File: src/rtl/wb_mailbox_pkg.sv
// Shared constants for the Wishbone mailbox: register offsets, bit positions
// inside STATUS and CTRL, and the response FSM state encoding.
package wb_mailbox_pkg;

  localparam logic [3:0] OFS_DATA   = 4'h0;
  localparam logic [3:0] OFS_STATUS = 4'h4;
  localparam logic [3:0] OFS_CTRL   = 4'h8;

  localparam int ST_EMPTY_BIT    = 8;
  localparam int ST_FULL_BIT     = 9;
  localparam int ST_OVERFLOW_BIT = 10;

  localparam int CTRL_FLUSH_BIT   = 0;
  localparam int CTRL_CLR_OVF_BIT = 1;

  typedef enum logic {
    ST_IDLE = 1'b0,
    ST_RESP = 1'b1
  } state_t;

endpackage

File: src/rtl/mbox_fifo.sv
// Mailbox storage: circular buffer with read/write pointers and an occupancy
// count one bit wider than the pointers so that full and empty are distinct.
module mbox_fifo
  import wb_mailbox_pkg::*;
#(
  parameter int DEPTH = 8
) (
  input  logic                     clk,
  input  logic                     rst_n,
  input  logic                     push,
  input  logic                     pop,
  input  logic                     flush,
  input  logic [31:0]              wdata,
  output logic                     full,
  output logic                     empty,
  output logic [$clog2(DEPTH):0]   count,
  output logic [31:0]              head
);

  localparam int AW = $clog2(DEPTH);

  logic [31:0]   mem [DEPTH];
  logic [AW-1:0] wr_ptr;
  logic [AW-1:0] rd_ptr;

  // Storage is deliberately left out of reset; only valid entries are ever read.
  always_ff @(posedge clk) begin
    if (push) begin
      mem[wr_ptr] <= wdata;
    end
  end

  // Pointers wrap naturally modulo DEPTH; flush discards all entries at once.
  always_ff @(posedge clk) begin
    if (!rst_n || flush) begin
      wr_ptr <= '0;
      rd_ptr <= '0;
      count  <= '0;
    end else begin
      if (push) wr_ptr <= wr_ptr + 1'b1;
      if (pop)  rd_ptr <= rd_ptr + 1'b1;
      case ({push, pop})
        2'b10:   count <= count + 1'b1;
        2'b01:   count <= count - 1'b1;
        default: count <= count;
      endcase
    end
  end

  assign full  = (count == (AW+1)'(DEPTH));
  assign empty = (count == '0);
  assign head  = mem[rd_ptr];

endmodule

File: src/rtl/wb_mailbox_slave.sv
// Wishbone slave exposing a word FIFO: DATA pushes/pops, STATUS reports
// occupancy and a sticky overflow flag, CTRL flushes and clears overflow.
// Every selected request gets exactly one registered termination cycle.
module wb_mailbox_slave
  import wb_mailbox_pkg::*;
#(
  parameter logic [31:0] BASE_ADDR = 32'h0000_3000,
  parameter int          DEPTH     = 8
) (
  input  logic        clk_i,
  input  logic        ext_rst_i,
  input  logic [31:0] addr_i,
  input  logic [31:0] dat_i,
  output logic [31:0] dat_o,
  input  logic        we_i,
  input  logic        cyc_i,
  input  logic        stb_i,
  input  logic [3:0]  sel_i,
  output logic        ack_o,
  output logic        err_o,
  output logic        rty_o,
  output logic        not_empty_o
);

  localparam int AW = $clog2(DEPTH);

  state_t        state;
  logic          overflow;
  logic          sel;
  logic [3:0]    ofs;
  logic          push;
  logic          pop;
  logic          flush;
  logic          fifo_full;
  logic          fifo_empty;
  logic [AW:0]   fifo_count;
  logic [31:0]   fifo_head;
  logic [31:0]   status_word;

  assign sel = cyc_i && stb_i && (addr_i[31:4] == BASE_ADDR[31:4]);
  assign ofs = addr_i[3:0];

  assign status_word = {21'b0, overflow, fifo_full, fifo_empty, 8'(fifo_count)};

  // FIFO side effects are only taken when a request is accepted in IDLE.
  always_comb begin
    push  = 1'b0;
    pop   = 1'b0;
    flush = 1'b0;
    if (state == ST_IDLE && sel) begin
      case (ofs)
        OFS_DATA: begin
          if (we_i) push = (sel_i == 4'hF) && !fifo_full;
          else      pop  = !fifo_empty;
        end
        OFS_CTRL: flush = we_i && dat_i[CTRL_FLUSH_BIT];
        default:  ;
      endcase
    end
  end

  // Two-state response FSM with registered terminations and read data.
  always_ff @(posedge clk_i) begin
    if (!ext_rst_i) begin
      state    <= ST_IDLE;
      overflow <= 1'b0;
      ack_o    <= 1'b0;
      err_o    <= 1'b0;
      rty_o    <= 1'b0;
      dat_o    <= '0;
    end else begin
      ack_o <= 1'b0;
      err_o <= 1'b0;
      rty_o <= 1'b0;
      dat_o <= '0;
      case (state)
        ST_IDLE: begin
          if (sel) begin
            state <= ST_RESP;
            case (ofs)
              OFS_DATA: begin
                if (we_i) begin
                  if (sel_i != 4'hF) begin
                    err_o <= 1'b1;
                  end else if (fifo_full) begin
                    rty_o    <= 1'b1;
                    overflow <= 1'b1;
                  end else begin
                    ack_o <= 1'b1;
                  end
                end else if (fifo_empty) begin
                  rty_o <= 1'b1;
                end else begin
                  ack_o <= 1'b1;
                  dat_o <= fifo_head;
                end
              end
              OFS_STATUS: begin
                ack_o <= 1'b1;
                if (!we_i) dat_o <= status_word;
              end
              OFS_CTRL: begin
                ack_o <= 1'b1;
                if (we_i && dat_i[CTRL_CLR_OVF_BIT]) overflow <= 1'b0;
              end
              default: err_o <= 1'b1;
            endcase
          end
        end
        ST_RESP: state <= ST_IDLE;
        default: state <= ST_IDLE;
      endcase
    end
  end

  mbox_fifo #(
    .DEPTH (DEPTH)
  ) u_fifo (
    .clk   (clk_i),
    .rst_n (ext_rst_i),
    .push  (push),
    .pop   (pop),
    .flush (flush),
    .wdata (dat_i),
    .full  (fifo_full),
    .empty (fifo_empty),
    .count (fifo_count),
    .head  (fifo_head)
  );

  assign not_empty_o = !fifo_empty;

endmodule

File: config.mk
export PLATFORM = sky130hd
export DESIGN_NAME = wb_mailbox_slave
export DESIGN_NICKNAME = d
export VERILOG_FILES = /design/src/rtl/wb_mailbox_pkg.sv /design/src/rtl/mbox_fifo.sv /design/src/rtl/wb_mailbox_slave.sv
export SDC_FILE = /design/constraint.sdc
export NUM_CORES = 1
export LEC_CHECK = 0
export CORE_MARGIN = 5
export CORE_UTILIZATION = 40
export DETAILED_ROUTE_END_ITERATION = 10
export PLACE_DENSITY_LB_ADDON = 0.2
export SKIP_CTS_REPAIR_TIMING = 1
export SYNTH_ARGS = -nofsm -noshare
export SYNTH_HDL_FRONTEND = slang
export SYNTH_HIERARCHICAL = 1
export SYNTH_SLANG_ARGS = --single-unit
export TNS_END_PERCENT = 100
File: constraint.sdc
create_clock -name clk_i -period 5.29 [get_ports clk_i]
set_input_delay 0.7935 -clock clk_i [delete_from_list [all_inputs] [get_ports clk_i]]
set_output_delay 0.7935 -clock clk_i [all_outputs]
set_load 0.01 [all_outputs]
* After elaboration in Yosys (flattened, before gate mapping)
Memory sizes are Yosys's and may differ from the RTL's. A register that Yosys moved wholly into a read port is not among the register bits. Index checks and enable logic that the tools add are counted.
Storage, ports and cells: bits of input ports 73, register bits 47, memories 1, word-level logic and storage cells 84, output and inout port bits 36, bits in writable memories 256
Memories:
- u_fifo.mem | words 8, bits a word 32, read ports 1, clocked after memory_dff 1, wr ports 1, RTL line mbox_fifo.sv:22 | logic [31:0] mem [DEPTH];
Cells by class: multiplexer cells 36, bitwise operators 4, equality and inequality tests 12, reduce and logical (&&, ||, !) cells 18, add/sub/neg operators 4
Operator list (count):
- 32-bit 2-to-1 mux | 2
- 32-bit one-hot mux with 2 select lines | 1
- 28-bit by 10-bit equality test with 1-bit output, second input constant | 1
- 1-bit 2-to-1 mux | 25
- 4-bit equality test, second input constant | 3
- 11-bit 2-to-1 mux | 1
- 4-bit logical NOT | 2
- 2-bit != test, second input constant | 4
- 1-bit one-hot mux with 2 select lines | 4
- 4-bit one-hot mux with 2 select lines | 1
- 7-bit AND reduction | 1
- 3-bit by 1-bit adder with 3-bit output, second input constant | 2
- 1-bit logical AND | 6
- 3-bit 2-to-1 mux | 2
- 4-bit by 1-bit adder with 4-bit output, second input constant | 1
- 4-bit by 3-bit equality test with 1-bit output, second input constant | 1
- 4-bit != test, second input constant | 1
- 1-bit NOT | 4
- 2-bit nonzero test | 2
- 4-bit OR reduction | 1
- 4-bit by 1-bit subtractor with 4-bit output, second input constant | 1
- 1-bit logical NOT | 3
- 3-bit OR reduction | 1
- 2-bit by 1-bit equality test with 1-bit output, second input constant | 1
- 3 further kinds | 3

* Longest topological paths before layout
word-level depth 8, gate-level depth with buffers 11, depth with buffers taken out 11

* Modules after synthesis
Netlist, hierarchy kept.
By module, submodules not included:
- mbox_fifo | sequential area each 7947.6 sq um, cells each 444, area each 10405.0 sq um, instances 1
- wb_mailbox_slave | sequential area each 740.7 sq um, cells each 129, area each 1351.3 sq um, instances 1

* Worst setup path before layout
No wires, ideal clock.
path kind input to register, start point input addr_i[15], end point memory u_fifo.mem[0][0], enable pin, slack 0.518 ns, data required time 4.829 ns, stages 5, data arrival time 4.311 ns, setup time 0.461 ns, path through nor4bb_1 nand4_1 nor4_1 nand2b_1 nor3_1
Between the ends: cells in the longest elaborated chain, start to end 6
Ends and longest elaborated chain:
- start, declared | RTL line wb_mailbox_slave.sv:12 | input logic [31:0] addr_i,
- 28-bit by 10-bit equality test with 1-bit output | RTL line wb_mailbox_slave.sv:40 | assign sel = cyc_i && stb_i && (addr_i[31:4] == BASE_ADDR[31:4]);
- 1-bit logical AND | RTL line wb_mailbox_slave.sv:40
- 1-bit logical AND | RTL line wb_mailbox_slave.sv:50 | if (state == ST_IDLE && sel) begin
- 1-bit 2-to-1 mux | RTL line wb_mailbox_slave.sv:50
- via push | RTL line wb_mailbox_slave.sv:31 | logic push;
- 1-bit 2-to-1 mux | RTL line mbox_fifo.sv:28 | if (push) begin
- 1-bit 2-to-1 mux (not written as such) | RTL line mbox_fifo.sv:29 | mem[wr_ptr] <= wdata;
- end, declared | RTL line mbox_fifo.sv:22
The timed path passes the listed nets, and every way through them passes these cells.

* Final worst setup path
start point input addr_i[2], end point register u_fifo.count[2]
Between the ends: cells in the longest elaborated chain, start to end 5, elaborated cells between the ends (all ways) 13, classes of those cells eq/ne (3); mux (7); reduce/logical (3)
Ends and longest elaborated chain:
- 4-bit logical NOT * | RTL line wb_mailbox_slave.sv:51 | case (ofs)
- 1-bit 2-to-1 mux * | RTL line wb_mailbox_slave.sv:51
- 1-bit 2-to-1 mux * | RTL line wb_mailbox_slave.sv:50
- via pop | RTL line wb_mailbox_slave.sv:32 | logic pop;
- 2-bit by 1-bit equality test with 1-bit output or 2-bit equality test (tied branches) | RTL line mbox_fifo.sv:42 | case ({push, pop})
- 4-bit one-hot mux with 2 select lines or 2-bit nonzero test (tied branches)
- end signal, assigned | RTL line mbox_fifo.sv:43 | 2'b10: count <= count + 1'b1;
- end signal, assigned | RTL line mbox_fifo.sv:44 | 2'b01: count <= count - 1'b1;
- end signal, assigned | RTL line mbox_fifo.sv:45 | default: count <= count;
- end, declared | RTL line mbox_fifo.sv:16 | output logic [$clog2(DEPTH):0] count,
Mark *: on every way through the listed nets, which the timed path passes. The rest lies on a longest branch. A chain may end at the register's enable or synchronous reset.

==> reports/results.ini <==
[global_route]
grt_pass1_wl_um=36700
grt_pass1_vias=6228
grt-ovfl-total=0
grt_use_total=0.143
antenna_found_initial=1
grt_max_degree=42

[clock_network]
cts.sinks=306
clk_pin_slew_ns=0.05
cts_tree=done
clk_path_buf_depth=3
worstSkewPairLatency_ns=0.50
cts_buffers=34
root_buffer=clkbuf_16
htree_num_levels=2

[power_and_ir_drop]
power_density_nw_per_um2=344
p_leak_nw=4.61
power_w=0.00497
peakVddDrop_uv=277

[die]
placementRows=62
start_util=0.407
core_area_sq_um=28900
io_pins=109
die_area_sq_um=32900
die_h_um=181
die_width_um=181

[critical_path]
path_cells=clkdlybuf4s50_1 > or2_2 > or4_2 > nor3_1 > ha_1 > xor2_1 > ha_1 > a21oi_1 > xor2_1 > or3_1 > a21oi_1
cp-start-kind=input pin
cpMaxStageDelayCell=nor3_1
worstPathRequired_ns=5.70
crit_arrival_ns=4.31
slowest_delay_ns=0.59
critPathBufInv=1
crit_type=input pin to flip-flop
cp-end-kind=flip-flop
cpLargestDelayFamily=simple AND/OR/NAND/NOR gates
path_max_fanout=7

[route]
wl_um=23200
drtIter0Drc=379
firstDrtPassIters=7
drc=0
num_vias=5793
drtAntennaViolNets=0
vias_per_cell=5.20
avgRoutedWirePerCell_um=20.9

[synthesis]
ys_seq_elements=306
synth_area_leaders=edfxtp_1 (65%), mux4_1 (8.9%), dfxtp_1 (8.5%)
synth_nets=651
synth_edf_count=256
synth.avg_cell_area_sq_um=20.5
synth_ff_type=edfxtp_1
synth_top_area_cell=edfxtp_1
syn_inst=573
yosys_warnings=6
netlist_area_sq_um=11800
yosysSeqAreaShare=0.739
ys_async_sr_fraction=0
synth.distinct_cells=43
synth_top_area_frac=0.654

[timing]
finalCriticalPeriod_ns=3.89
finalMaxSlewViolations=0
tns_ns=0
whs_ns=0.496
rsz0062_at_grt=no
period_share=0.736
slew_headroom=0.263
clock.fmax_mhz=257
finClkSkew_ns=0.0172
worst_slew_pin_slew_ns=1.10
hold_viol=0
setup_viol=0

[layout]
num_antenna_cells=0
layout-drive-gt1-share=0.206
final_cell_mix=edfxtp_1 (256), clkdlybuf4s50_1 (108), dfxtp_1 (47), mux4_1 (40), clkbuf_16 (35)
layout.nets=783
mostFrequentLayoutCell=edfxtp_1
final.fill_count=2365
areaGrowthSynthToFinish_pct=22.6
finalInstanceArea_sq_um=14400

[outcome]
status=complete, no violations

[place]
place.detailed.hpwl_um=13600
place_area_sq_um=13300
io_buffers=108
place_congestion=0.816

[job]
maxCapViolCount=0

[worst_hold_path]
hold_class=flip-flop to flip-flop

## state kept, by name (all words and copies together) (netlist names), named ones only
register       count
state              1
err_o              1
dat_o             32
u_fifo/mem       256
u_fifo/rd_ptr      3
overflow           1
ack_o              1
u_fifo/count       4
rty_o              1
u_fifo/wr_ptr      3
## stage by stage
step	util	setup WS [ns]	cells
6_report	0.500	1.40	1113
5_1_grt	0.500	1.19	1113
4_1_cts	0.500	1.43	1113
3_5_place_dp	0.462	0.922	1053
2_1_floorplan	-	0.518	573
3_3_place_gp	0.462	1.09	1053
## worst min-delay path: stages, from the launching register on
cell     delay, ns
dfxtp_1       0.31
nand2_1       0.05
o21ai_0       0.09
## kinds of logic after synthesis
| logic type | count (synthesis) | share of synthesized area |
|---|---|---|
| simple gates | 109 | 0.0565 |
| fa+ha+maj | 5 | 0.00532 |
| buf+inv | 29 | 0.0159 |
| xor+xnor | 6 | 0.00447 |
| flops | 306 | 0.739 |
| compound gates | 19 | 0.0102 |
| mux | 99 | 0.169 |
## report_power, final
part | internal (W) | total [W] | switching, W | leakage (nW)
registers | 0.00261 | 0.00261 | 0.00000000000000710 | 2.70
logic | 0.0000504 | 0.0000894 | 0.0000390 | 1.38
clock network | 0.00140 | 0.00227 | 0.000868 | 0.534
## synthesized netlist by cell type, types with 2 or more instances
| library cell | instances |
|---|---|
| a21oi_1 | 4 |
| inv_1 | 4 |
| nor4b_1 | 3 |
| nor4bb_1 | 3 |
| and2_1 | 5 |
| dfxtp_1 | 50 |
| and2_2 | 19 |
| mux4_1 | 40 |
| nand4_1 | 4 |
| mux2_2 | 32 |
| o21ai_0 | 4 |
| nand2b_1 | 4 |
| nor2_1 | 25 |
| nor4_1 | 8 |
| edfxtp_1 | 256 |
| a31oi_1 | 3 |
| nand3_1 | 3 |
| buf_2 | 8 |
| and4_1 | 5 |
| nor3_1 | 6 |
| nand2_1 | 11 |
| mux4_2 | 24 |
| a22oi_1 | 6 |
| clkbuf_1 | 5 |
| buf_6 | 9 |
| mux2i_1 | 3 |
| nor2b_1 | 2 |
| xor2_1 | 5 |
| ha_1 | 5 |
| nor3b_1 | 2 |
| buf_1 | 3 |
## final timing paths
path	startpoint	endpoint	slack, ns	depth (start not counted)
worst max-delay path	addr_i[2]	u_fifo/count[2]$_SDFFE_PP0P_	1.40	11
worst min-delay path	overflow$_SDFFE_PN0P_	overflow$_SDFFE_PN0P_	0.50	2
worst max register to register	u_fifo/count[1]$_SDFFE_PP0P_	u_fifo/count[2]$_SDFFE_PP0P_	1.73	10
worst min register to register	overflow$_SDFFE_PN0P_	overflow$_SDFFE_PN0P_	0.50	2
## area by class of cell
| class | count | area (sq um) | area share |
|---|---|---|---|
| Clock buffer | 48 | 955 | 0.0662 |
| Clock inverter | 12 | 134 | 0.00928 |
| Inverter | 4 | 15.0 | 0.00104 |
| Multi-Input combinational cell | 238 | 2940 | 0.204 |
| Sequential cell | 306 | 8690 | 0.603 |
| Tap cell | 384 | 480 | 0.0333 |
| Timing Repair Buffer | 121 | 1200 | 0.0835 |
## layer usage
layer / vias to the layer above / global-route usage / part of all wire / wire [um]
met5: - / 0 / 0.00047 / 11
met2: 153 / 0.237 / 0.49 / 11400
li1: 2628 / - / - / -
met4: 2 / 0.0402 / 0.020 / 456
met1: 2967 / 0.191 / 0.44 / 10200
met3: 43 / 0.0312 / 0.051 / 1190
(Power assumes the default switching activity.)
